==> config.mk <==
export PLATFORM = sky130hd
export DESIGN_NAME = fetch_unit
export DESIGN_NICKNAME = d
export VERILOG_FILES = /design/src/rtl/fetch_pkg.sv /design/src/rtl/fetch_prefetch_buf.sv /design/src/rtl/fetch_unit.sv
export SDC_FILE = /design/constraint.sdc
export NUM_CORES = 1
export LEC_CHECK = 0
export CORE_UTILIZATION = 30
export CTS_CLUSTER_DIAMETER = 150
export DETAILED_ROUTE_END_ITERATION = 6
export PLACE_DENSITY_LB_ADDON = 0.25
export SKIP_LAST_GASP = 1
export SYNTH_ARGS = -nofsm -noshare
export SYNTH_HDL_FRONTEND = slang
export SYNTH_SLANG_ARGS = --single-unit
==> constraint.sdc <==
create_clock -name CLK -period 2.2 [get_ports CLK]
set_input_delay 0.44 -clock CLK [delete_from_list [all_inputs] [get_ports CLK]]
set_output_delay 0.44 -clock CLK [all_outputs]
set_load 0.03 [all_outputs]
==> src/rtl/fetch_pkg.sv <==
// Shared types and defaults for the instruction fetch unit.
// Latency: none (types and constants only).
// Backpressure: none (types and constants only).
//
// Contents: the FSM state enum, default address/instruction widths and the
// NOP encoding held on instr_fetch out of reset.
package fetch_pkg;

  localparam int          ADDR_W_DEF  = 20;
  localparam int          INSTR_W_DEF = 32;
  localparam logic [31:0] NOP_INSTR   = 32'h0000_0033;

  typedef enum logic [1:0] {
    ST_IDLE  = 2'd0,
    ST_REQ   = 2'd1,
    ST_WAIT  = 2'd2,
    ST_VALID = 2'd3
  } fetch_state_t;

endpackage

==> src/rtl/fetch_prefetch_buf.sv <==
// One-entry prefetch buffer (address, data, valid) for the fetch unit.
// Latency: a fill is visible to lookup one cycle after fill_vld; lookup is combinational.
// Backpressure: none; invalidate has priority over a fill in the same cycle.
//
// Ports: CLK, reset (async active-high); fill_vld/fill_addr/fill_dat load the
// entry; inval clears it; lookup_addr is compared against the stored address
// and hit reports a valid match; buf_vld/buf_dat expose the entry.
module fetch_prefetch_buf
  import fetch_pkg::*;
#(
  parameter int ADDR_W  = ADDR_W_DEF,
  parameter int INSTR_W = INSTR_W_DEF
) (
  input  logic               CLK,
  input  logic               reset,
  input  logic               fill_vld,
  input  logic [ADDR_W-1:0]  fill_addr,
  input  logic [INSTR_W-1:0] fill_dat,
  input  logic               inval,
  input  logic [ADDR_W-1:0]  lookup_addr,
  output logic               buf_vld,
  output logic [INSTR_W-1:0] buf_dat,
  output logic               hit
);

  logic [ADDR_W-1:0] buf_addr;

  always_ff @(posedge CLK or posedge reset) begin
    if (reset) begin
      buf_vld  <= 1'b0;
      buf_addr <= '0;
      buf_dat  <= '0;
    end else if (inval) begin
      buf_vld <= 1'b0;
    end else if (fill_vld) begin
      buf_vld  <= 1'b1;
      buf_addr <= fill_addr;
      buf_dat  <= fill_dat;
    end
  end

  assign hit = buf_vld & (buf_addr == lookup_addr);

endmodule

==> src/rtl/fetch_unit.sv <==
// Single-outstanding instruction fetch unit between the controller and instruction memory.
// Latency: fetch_enable at N -> mem_req at N+1 -> fetch_valid at N+3 with zero-wait memory.
// Backpressure: mem_req/mem_addr held until mem_ready; instr_fetch held until new_instr.
//
// Ports: CLK, reset (async active-high); controller side fetch_enable,
// fetch_addr, new_instr, fetch_valid, instr_fetch; memory side mem_req,
// mem_addr, mem_ready, mem_rvalid, mem_rdata.
// Optional feature macro FETCH_PREFETCH_EN: while holding an instruction, fetch
// address+4 into a one-entry buffer and serve a matching fetch from it.
module fetch_unit
  import fetch_pkg::*;
#(
  parameter int                 ADDR_W      = ADDR_W_DEF,
  parameter int                 INSTR_W     = INSTR_W_DEF,
  parameter logic [INSTR_W-1:0] RESET_INSTR = INSTR_W'(NOP_INSTR)
) (
  input  logic               CLK,
  input  logic               reset,
  input  logic               fetch_enable,
  input  logic [ADDR_W-1:0]  fetch_addr,
  input  logic               new_instr,
  output logic               fetch_valid,
  output logic [INSTR_W-1:0] instr_fetch,
  output logic               mem_req,
  output logic [ADDR_W-1:0]  mem_addr,
  input  logic               mem_ready,
  input  logic               mem_rvalid,
  input  logic [INSTR_W-1:0] mem_rdata
);

  fetch_state_t state;
  logic         discard;    // a response is owed by memory and must be dropped
  logic         accepted;
  logic         resp_open;  // memory owes a response for an earlier accepted request
  logic         drop_next;
  logic         start_req;
  logic         redirect;
  logic         restart;

  assign accepted  = mem_req & mem_ready;
  assign start_req = fetch_enable & ((state == ST_IDLE) | ((state == ST_VALID) & new_instr));
  assign redirect  = fetch_enable & ((state == ST_REQ) | (state == ST_WAIT)) &
                     (fetch_addr != mem_addr);
  // On a restart, a response still owed after this edge (including one for a
  // request accepted right now) must be drained before the new request goes
  // out, so only one request is ever outstanding. A redirect before acceptance
  // simply retargets the pending request.
  assign drop_next = accepted | (resp_open & ~mem_rvalid);

`ifdef FETCH_PREFETCH_EN
  logic               pf_req;     // mem_req currently carries a prefetch
  logic               pf_os;      // prefetch accepted, response owed
  logic               pf_vld;
  logic               pf_lookup_hit;
  logic               pf_hit;
  logic               pf_issue;
  logic               pf_fill_vld;
  logic [INSTR_W-1:0] pf_dat;

  assign resp_open   = (state == ST_WAIT) | discard | pf_os;
  assign pf_hit      = start_req & pf_lookup_hit;
  assign restart     = (start_req & ~pf_lookup_hit) | redirect;
  assign pf_issue    = (state == ST_VALID) & ~new_instr & ~mem_req & ~pf_os & ~pf_vld;
  assign pf_fill_vld = pf_os & mem_rvalid & ~restart;

  fetch_prefetch_buf #(
    .ADDR_W  (ADDR_W),
    .INSTR_W (INSTR_W)
  ) u_pf_buf (
    .CLK         (CLK),
    .reset       (reset),
    .fill_vld    (pf_fill_vld),
    .fill_addr   (mem_addr),
    .fill_dat    (mem_rdata),
    .inval       (restart | pf_hit),
    .lookup_addr (fetch_addr),
    .buf_vld     (pf_vld),
    .buf_dat     (pf_dat),
    .hit         (pf_lookup_hit)
  );

  // Prefetch bookkeeping; a restart abandons it (the owed response, if any,
  // is accounted for by the discard flag).
  always_ff @(posedge CLK or posedge reset) begin
    if (reset) begin
      pf_req <= 1'b0;
      pf_os  <= 1'b0;
    end else if (restart) begin
      pf_req <= 1'b0;
      pf_os  <= 1'b0;
    end else begin
      if (pf_issue) begin
        pf_req <= 1'b1;
      end else if (pf_req & mem_ready) begin
        pf_req <= 1'b0;
        pf_os  <= 1'b1;
      end
      if (pf_os & mem_rvalid) begin
        pf_os <= 1'b0;
      end
    end
  end
`else
  assign resp_open = (state == ST_WAIT) | discard;
  assign restart   = start_req | redirect;
`endif

  always_ff @(posedge CLK or posedge reset) begin
    if (reset) begin
      state       <= ST_IDLE;
      fetch_valid <= 1'b0;
      instr_fetch <= RESET_INSTR;
      mem_req     <= 1'b0;
      mem_addr    <= '0;
      discard     <= 1'b0;
    end else if (restart) begin
      // New fetch from IDLE/VALID, or a redirect from REQ/WAIT.
      state       <= ST_REQ;
      fetch_valid <= 1'b0;
      mem_addr    <= fetch_addr;
      discard     <= drop_next;
      mem_req     <= ~drop_next;
`ifdef FETCH_PREFETCH_EN
    end else if (pf_hit) begin
      state       <= ST_VALID;
      fetch_valid <= 1'b1;
      instr_fetch <= pf_dat;
      mem_addr    <= fetch_addr;
`endif
    end else begin
`ifdef FETCH_PREFETCH_EN
      if (pf_req & mem_ready) begin
        mem_req <= 1'b0;
      end
      if (pf_issue) begin
        mem_req  <= 1'b1;
        mem_addr <= mem_addr + ADDR_W'(4);
      end
`endif
      case (state)
        ST_IDLE: begin
        end
        ST_REQ: begin
          if (discard) begin
            // Stale response drained; now the request for mem_addr may go.
            if (mem_rvalid) begin
              discard <= 1'b0;
              mem_req <= 1'b1;
            end
          end else if (mem_ready) begin
            mem_req <= 1'b0;
            state   <= ST_WAIT;
          end
        end
        ST_WAIT: begin
          if (mem_rvalid) begin
            instr_fetch <= mem_rdata;
            fetch_valid <= 1'b1;
            state       <= ST_VALID;
          end
        end
        ST_VALID: begin
          if (new_instr) begin
            fetch_valid <= 1'b0;
            state       <= ST_IDLE;
          end
        end
        default: state <= ST_IDLE;
      endcase
    end
  end

endmodule

=== Word level (Yosys, flattened, before mapping) ===
Cells that the tools add are included.
W data, S select, Z words.

* Memory bits (writable): 0
* Output and inout port bits: 54
* Register bits: 57
* Bits in read-only memories: 0
* Bits of input ports: 58
* Latch bits: 0
* Memories: 0

* Reduce and logical (&&, ||, !) cells: 9
* Add/sub/neg operators: 0
* Bitwise operators: 14
* Shift-type cells: 0
* $lt $le $gt $ge: 0
* Equal/unequal tests: 9
* Multiply operators: 0
* Mux-type cells: 18
* Divide/modulo/power cells: 0

{| class="wikitable"
|+ Operators by type and width
! kind !! number
|-
| $ne A20 B20 Y1 || 1
|-
| $ne A3 B3 Y1 const B || 4
|-
| $mux W1 || 11
|-
| $mux W2 || 5
|-
| $reduce_and A3 Y1 || 3
|-
| $and A1 B1 Y1 || 6
|-
| $pmux W2 S3 || 1
|-
| $reduce_bool A3 Y1 || 2
|-
| $or A1 B1 Y1 || 5
|-
| $reduce_and A5 Y1 || 1
|-
| $eq A2 B2 Y1 const B || 2
|-
| $reduce_bool A4 Y1 || 1
|-
| $ne A3 B2 Y1 const B || 1
|-
| $not A1 Y1 || 3
|-
| $eq A2 B1 Y1 const B || 1
|-
| $logic_not A2 Y1 || 1
|-
| $pmux W1 S2 || 1
|-
| $reduce_bool A2 Y1 || 1
|}

=== Longest topological paths before layout ===
Gate-level depths: netlist (run 1).

* Depth in word-level cells: 7
* Depth in mapped cells: 8
* Mapped depth without buffers: 7

=== Worst setup path after synthesis (run 1) ===
Ideal clock, no wire load.

* Path type: reg-to-reg
* Start point: register state[0]
* End point: register instr_fetch[10]
* Path buffers: 1
* Arrival: 1857 ps
* Setup time: 125 ps
* Cell stages (with the launch flop): 9
* Setup slack: 218 ps
* Cells stage by stage: dfrtp_1 inv_1 ha_1 a21o_1 or3_1 o21ai_1 a21oi_4 buf_12 mux2_4

* Longest elaborated chain between the ends: 7

{| class="wikitable"
|+ RTL lines
! item !! line !! text
|-
| start, declared || fetch_unit.sv:31 || <nowiki>fetch_state_t state;</nowiki>
|-
| start signal, assigned || fetch_unit.sv:110 || <nowiki>state <= ST_IDLE;</nowiki>
|-
| start signal, assigned || fetch_unit.sv:118 || <nowiki>state <= ST_REQ;</nowiki>
|-
| start signal, assigned || fetch_unit.sv:152 || <nowiki>state <= ST_WAIT;</nowiki>
|-
| $eq A2 B2 Y1 (tied with other cells) || fetch_unit.sv:41 || <nowiki>assign start_req = fetch_enable & ((state == ST_IDLE) | ((state == ST_VALID) & new_instr));</nowiki>
|-
| $and A1 B1 Y1 or $or A1 B1 Y1 (tied branches) || fetch_unit.sv:41, fetch_unit.sv:42 ||
|-
| $or A1 B1 Y1 or $and A1 B1 Y1 (tied branches) || fetch_unit.sv:41, fetch_unit.sv:42 ||
|-
| $and A1 B1 Y1 (on tied branches) || fetch_unit.sv:41, fetch_unit.sv:42 ||
|-
| $or A1 B1 Y1 || fetch_unit.sv:105 || <nowiki>assign restart = start_req | redirect;</nowiki>
|-
| $not A1 Y1 (no source line) || - ||
|-
| $reduce_and A3 Y1 (no source line) (*) || - ||
|-
| end signal, assigned || fetch_unit.sv:157 || <nowiki>instr_fetch <= mem_rdata;</nowiki>
|-
| end, declared || fetch_unit.sv:23 || <nowiki>output logic [INSTR_W-1:0] instr_fetch,</nowiki>
|}

Every way passes the cells marked *; elsewhere a longest branch is shown, timed or not.
A chain may end at the register's enable or synchronous reset.

=== Worst setup path in the final report (run 1) ===
* Start point: register state[1]
* End point: register instr_fetch[19]

The elaborated chain is that of the path after synthesis.

==> results of run 1 <==
## cells in the mapped netlist, drive strengths merged
| cell | number |
|---|---|
| nand2b | 2 |
| a211oi | 1 |
| a31oi | 1 |
| buf | 5 |
| a21oi | 5 |
| o21bai | 2 |
| a21o | 3 |
| o21ai | 5 |
| nor2b | 1 |
| a211o | 1 |
| and3 | 2 |
| nor4b | 1 |
| inv | 4 |
| dfstp | 4 |
| ha | 5 |
| nand2 | 5 |
| mux2 | 53 |
| mux2i | 1 |
| xnor2 | 8 |
| xor2 | 12 |
| nor2 | 4 |
| nand4 | 2 |
| or3 | 1 |
| a22oi | 1 |
| dfrtp | 53 |
| nor4 | 4 |
| nor3 | 1 |
## power groups by stage
stage / registers (mW) / clock network [mW] / logic (mW)
after global routing: 2.08 / 1.21 / 4.21
after detailed placement: 2.01 / 0 / 4.00
after floorplan: 2.97 / 0 / 1.56
final: 1.99 / 1.11 / 3.97
after global placement: 2.00 / 0 / 3.95
after CTS: 2.00 / 1.16 / 4.02
## routing by layer
| metal | GRT usage (%) | vias up | wire [µm] |
|---|---|---|---|
| met5 | 0 | - | 0 |
| met3 | 3.79 | 6 | 370 |
| met4 | 6.45 | 0 | 74 |
| met2 | 19.4 | 62 | 2970 |
| li1 | - | 921 | - |
| met1 | 18.7 | 936 | 2950 |
## critical path: stages (launching register included)
cell     delay [ps]
dfrtp_1         430
ha_1            240
a21o_1          240
or3_1           370
o21ai_1         150
a21oi_4          80
buf_12          180
mux2_4          310
## logic make-up (layout without fill, tap and decap cells)
family / after synthesis / after routing
buffers and inverters: 9 / 143
AND/OR/NAND/NOR: 23 / 23
XOR/XNOR: 20 / 20
multiplexers: 54 / 54
AO/OA/AOI/OAI: 19 / 19
flip-flops: 57 / 57
adder cells (fa/ha/maj): 5 / 5
## final cells by class
| cell class | count | share of cell area, % |
|---|---|---|
| Clock buffer | 9 | 2.80 |
| Clock inverter | 7 | 2.29 |
| Inverter | 4 | 0.339 |
| Multi-Input combinational cell | 121 | 30.1 |
| Sequential cell | 57 | 32.3 |
| Tap cell | 129 | 3.64 |
| Timing Repair Buffer | 123 | 28.5 |
## metrics by stage
stage	setup slack, ps	std cells	hold WS [ps]	TNS (ps)	instance area [µm²]
6_report	92.0	450	437	0	4430
5_1_grt	10.1	450	461	0	4430
4_1_cts	91.8	450	433	0	4430
3_5_place_dp	-214	434	495	-10150	4200
3_3_place_gp	-193	434	489	-9430	4200
2_1_floorplan	218	187	552	0	2860
## cells in the final DEF, fill, tap and decap left out, types with 4 or more instances in the layout
cell / netlist / routed
clkdlybuf4s50_1: 0 / 111
dfrtp_1: 53 / 53
mux2_4: 45 / 45
xor2_1: 12 / 12
clkbuf_8: 0 / 9
xnor2_1: 8 / 8
mux2_2: 8 / 8
buf_4: 0 / 7
nand2_1: 5 / 5
ha_1: 5 / 5
buf_12: 3 / 5
o21ai_0: 4 / 4
nor2_1: 4 / 4
dfstp_2: 4 / 4
## registers in the layout, summed over array words and instances (netlist names)
signal	cells
instr_fetch	32
mem_addr	20
state	2
discard	1
fetch_valid	1
mem_req	1
## path summary, 6_finish.rpt
check	start	end	slack, ps	cells past startpoint
max in group asynchronous	reset	instr_fetch[4]	1180	3
worst min register to register	instr_fetch[22]	instr_fetch[22]	510	1
min in group CLK	instr_fetch[22]	instr_fetch[22]	510	1
worst min-delay path	reset	instr_fetch[21]	440	2
worst max-delay path	state[1]	instr_fetch[19]	90	7
worst max register to register	state[1]	instr_fetch[19]	90	7
==> flow_metrics.tcl, run 1 <==
set metrics [dict create \
    vdd_drop_max_mv 0.646 \
    hold_buffers 0 \
    numCtsBuffers 9 \
    cts_root_buf "clkbuf_8" \
    seq_area_frac_synth_pct 50.0 \
    dp_hpwl_um 4740 \
    antenna_found_initial 0 \
    fin_util_pct 47.9 \
    synthXorXnorAreaFrac_pct 6.12 \
    synth.cell_area_um2 2860 \
    cts.path.max_buffers 2 \
    yosysWarnings 0 \
    clk_pin_slew_ps 70 \
    vias 1925 \
    wl_um 6360 \
    wl_per_cell_um 14.1 \
    synth_top_family_by_area "multiplexers" \
    start_util_pct 31.0 \
    vias_per_cell 4.28 \
    outcome "finished clean" \
    ys_top_cells_by_area "dfrtp_1, mux2_4, dfstp_2" \
    worstPathArrival_ps 2320 \
    fmax_mhz 474 \
    regArea_um2 1430 \
    dr.pass1.iters 4 \
    worst_pin_slew_ps 471 \
    core_area_um2 9240 \
    pin_count 112 \
    dieWidth_um 99.7 \
    total_leakage_power_nw 1.96 \
    timing.clock.skew_ps 13.5 \
    ys_types 33 \
    cts_max_level 3 \
    grt_pass1_wl_um 10200 \
    drc 0 \
    drtIter0Drc 58 \
    synth_compound_gate_area_share_pct 4.90 \
    port_buffers 111 \
    rsz0062_at_grt "no" \
    start_kind "flop" \
    final_nets 379 \
    drive_gt1_share_pct 29.9 \
    ant_nets 0 \
    synth_fa_ha_area_share_pct 2.19 \
    clkPwrFrac_pct 15.7 \
    synth_nets 250 \
    synth_top_cell_by_area "dfrtp_1" \
    endpoint_kind "flop" \
    min_period_over_period_pct 95.8 \
    cp.required_ps 2410 \
    synth.ff_latch_count 57 \
    clock_latency_ps 330 \
    critical_path_peak_fanout 17 \
    total_power_mw 7.07 \
    setup_violations 0 \
    fill_cells 838 \
    syn_inst 187 \
    place_congestion 0.820 \
    powerDensity_nw_per_um2 1600 \
    yosysTopAreaCellShare_pct 46.3 \
    synthMuxAreaShare_pct 27.1 \
    synthSimpleGateAreaFrac_pct 6.25 \
    hold_class "input pin to async pin" \
    crit_type "flop to flop" \
    post_cts_buffers 0 \
    hold_viol_final 0 \
    syn_avg_cell_area_um2 15.3 \
    area_growth_pct 54.8 \
    cts_tree "built" \
    slew_headroom_pct 68.6 \
    maxCapViolCount 0 \
    finalCriticalPeriod_ps 2110 \
    slew_violations 0 \
    switchingPower_mw 2.76 \
    grt_pass1_vias 1992 \
    p_int_mw 4.31 \
    multi_input_area_um2 1330 \
    grt_max_degree 28 \
    gr-total-overflow 0 \
    diodes 0 \
    seqPwrFrac_pct 28.2 \
    grt_usage_pct 13.5 \
    die_area_um2 9930 \
    power_frac_comb_pct 56.1 \
    post_cts_resized 0 \
    clkSinkCount 57 \
    p_sw_share_pct 39.0 \
    chipHeight_um 99.7 \
    rows 35 \
]
Power figures use the tool's default switching activity.
==> run 2: changes to the inputs <==
--- a/config.mk
+++ b/config.mk
@@ -8,6 +8,7 @@
 export CORE_UTILIZATION = 30
 export CTS_CLUSTER_DIAMETER = 150
 export DETAILED_ROUTE_END_ITERATION = 6
+export GPL_ROUTABILITY_DRIVEN = 0
 export PLACE_DENSITY_LB_ADDON = 0.25
 export SKIP_LAST_GASP = 1
 export SYNTH_ARGS = -nofsm -noshare
==> results of run 2 <==
Final layout, timing and power as in run 1 (identical DEF).
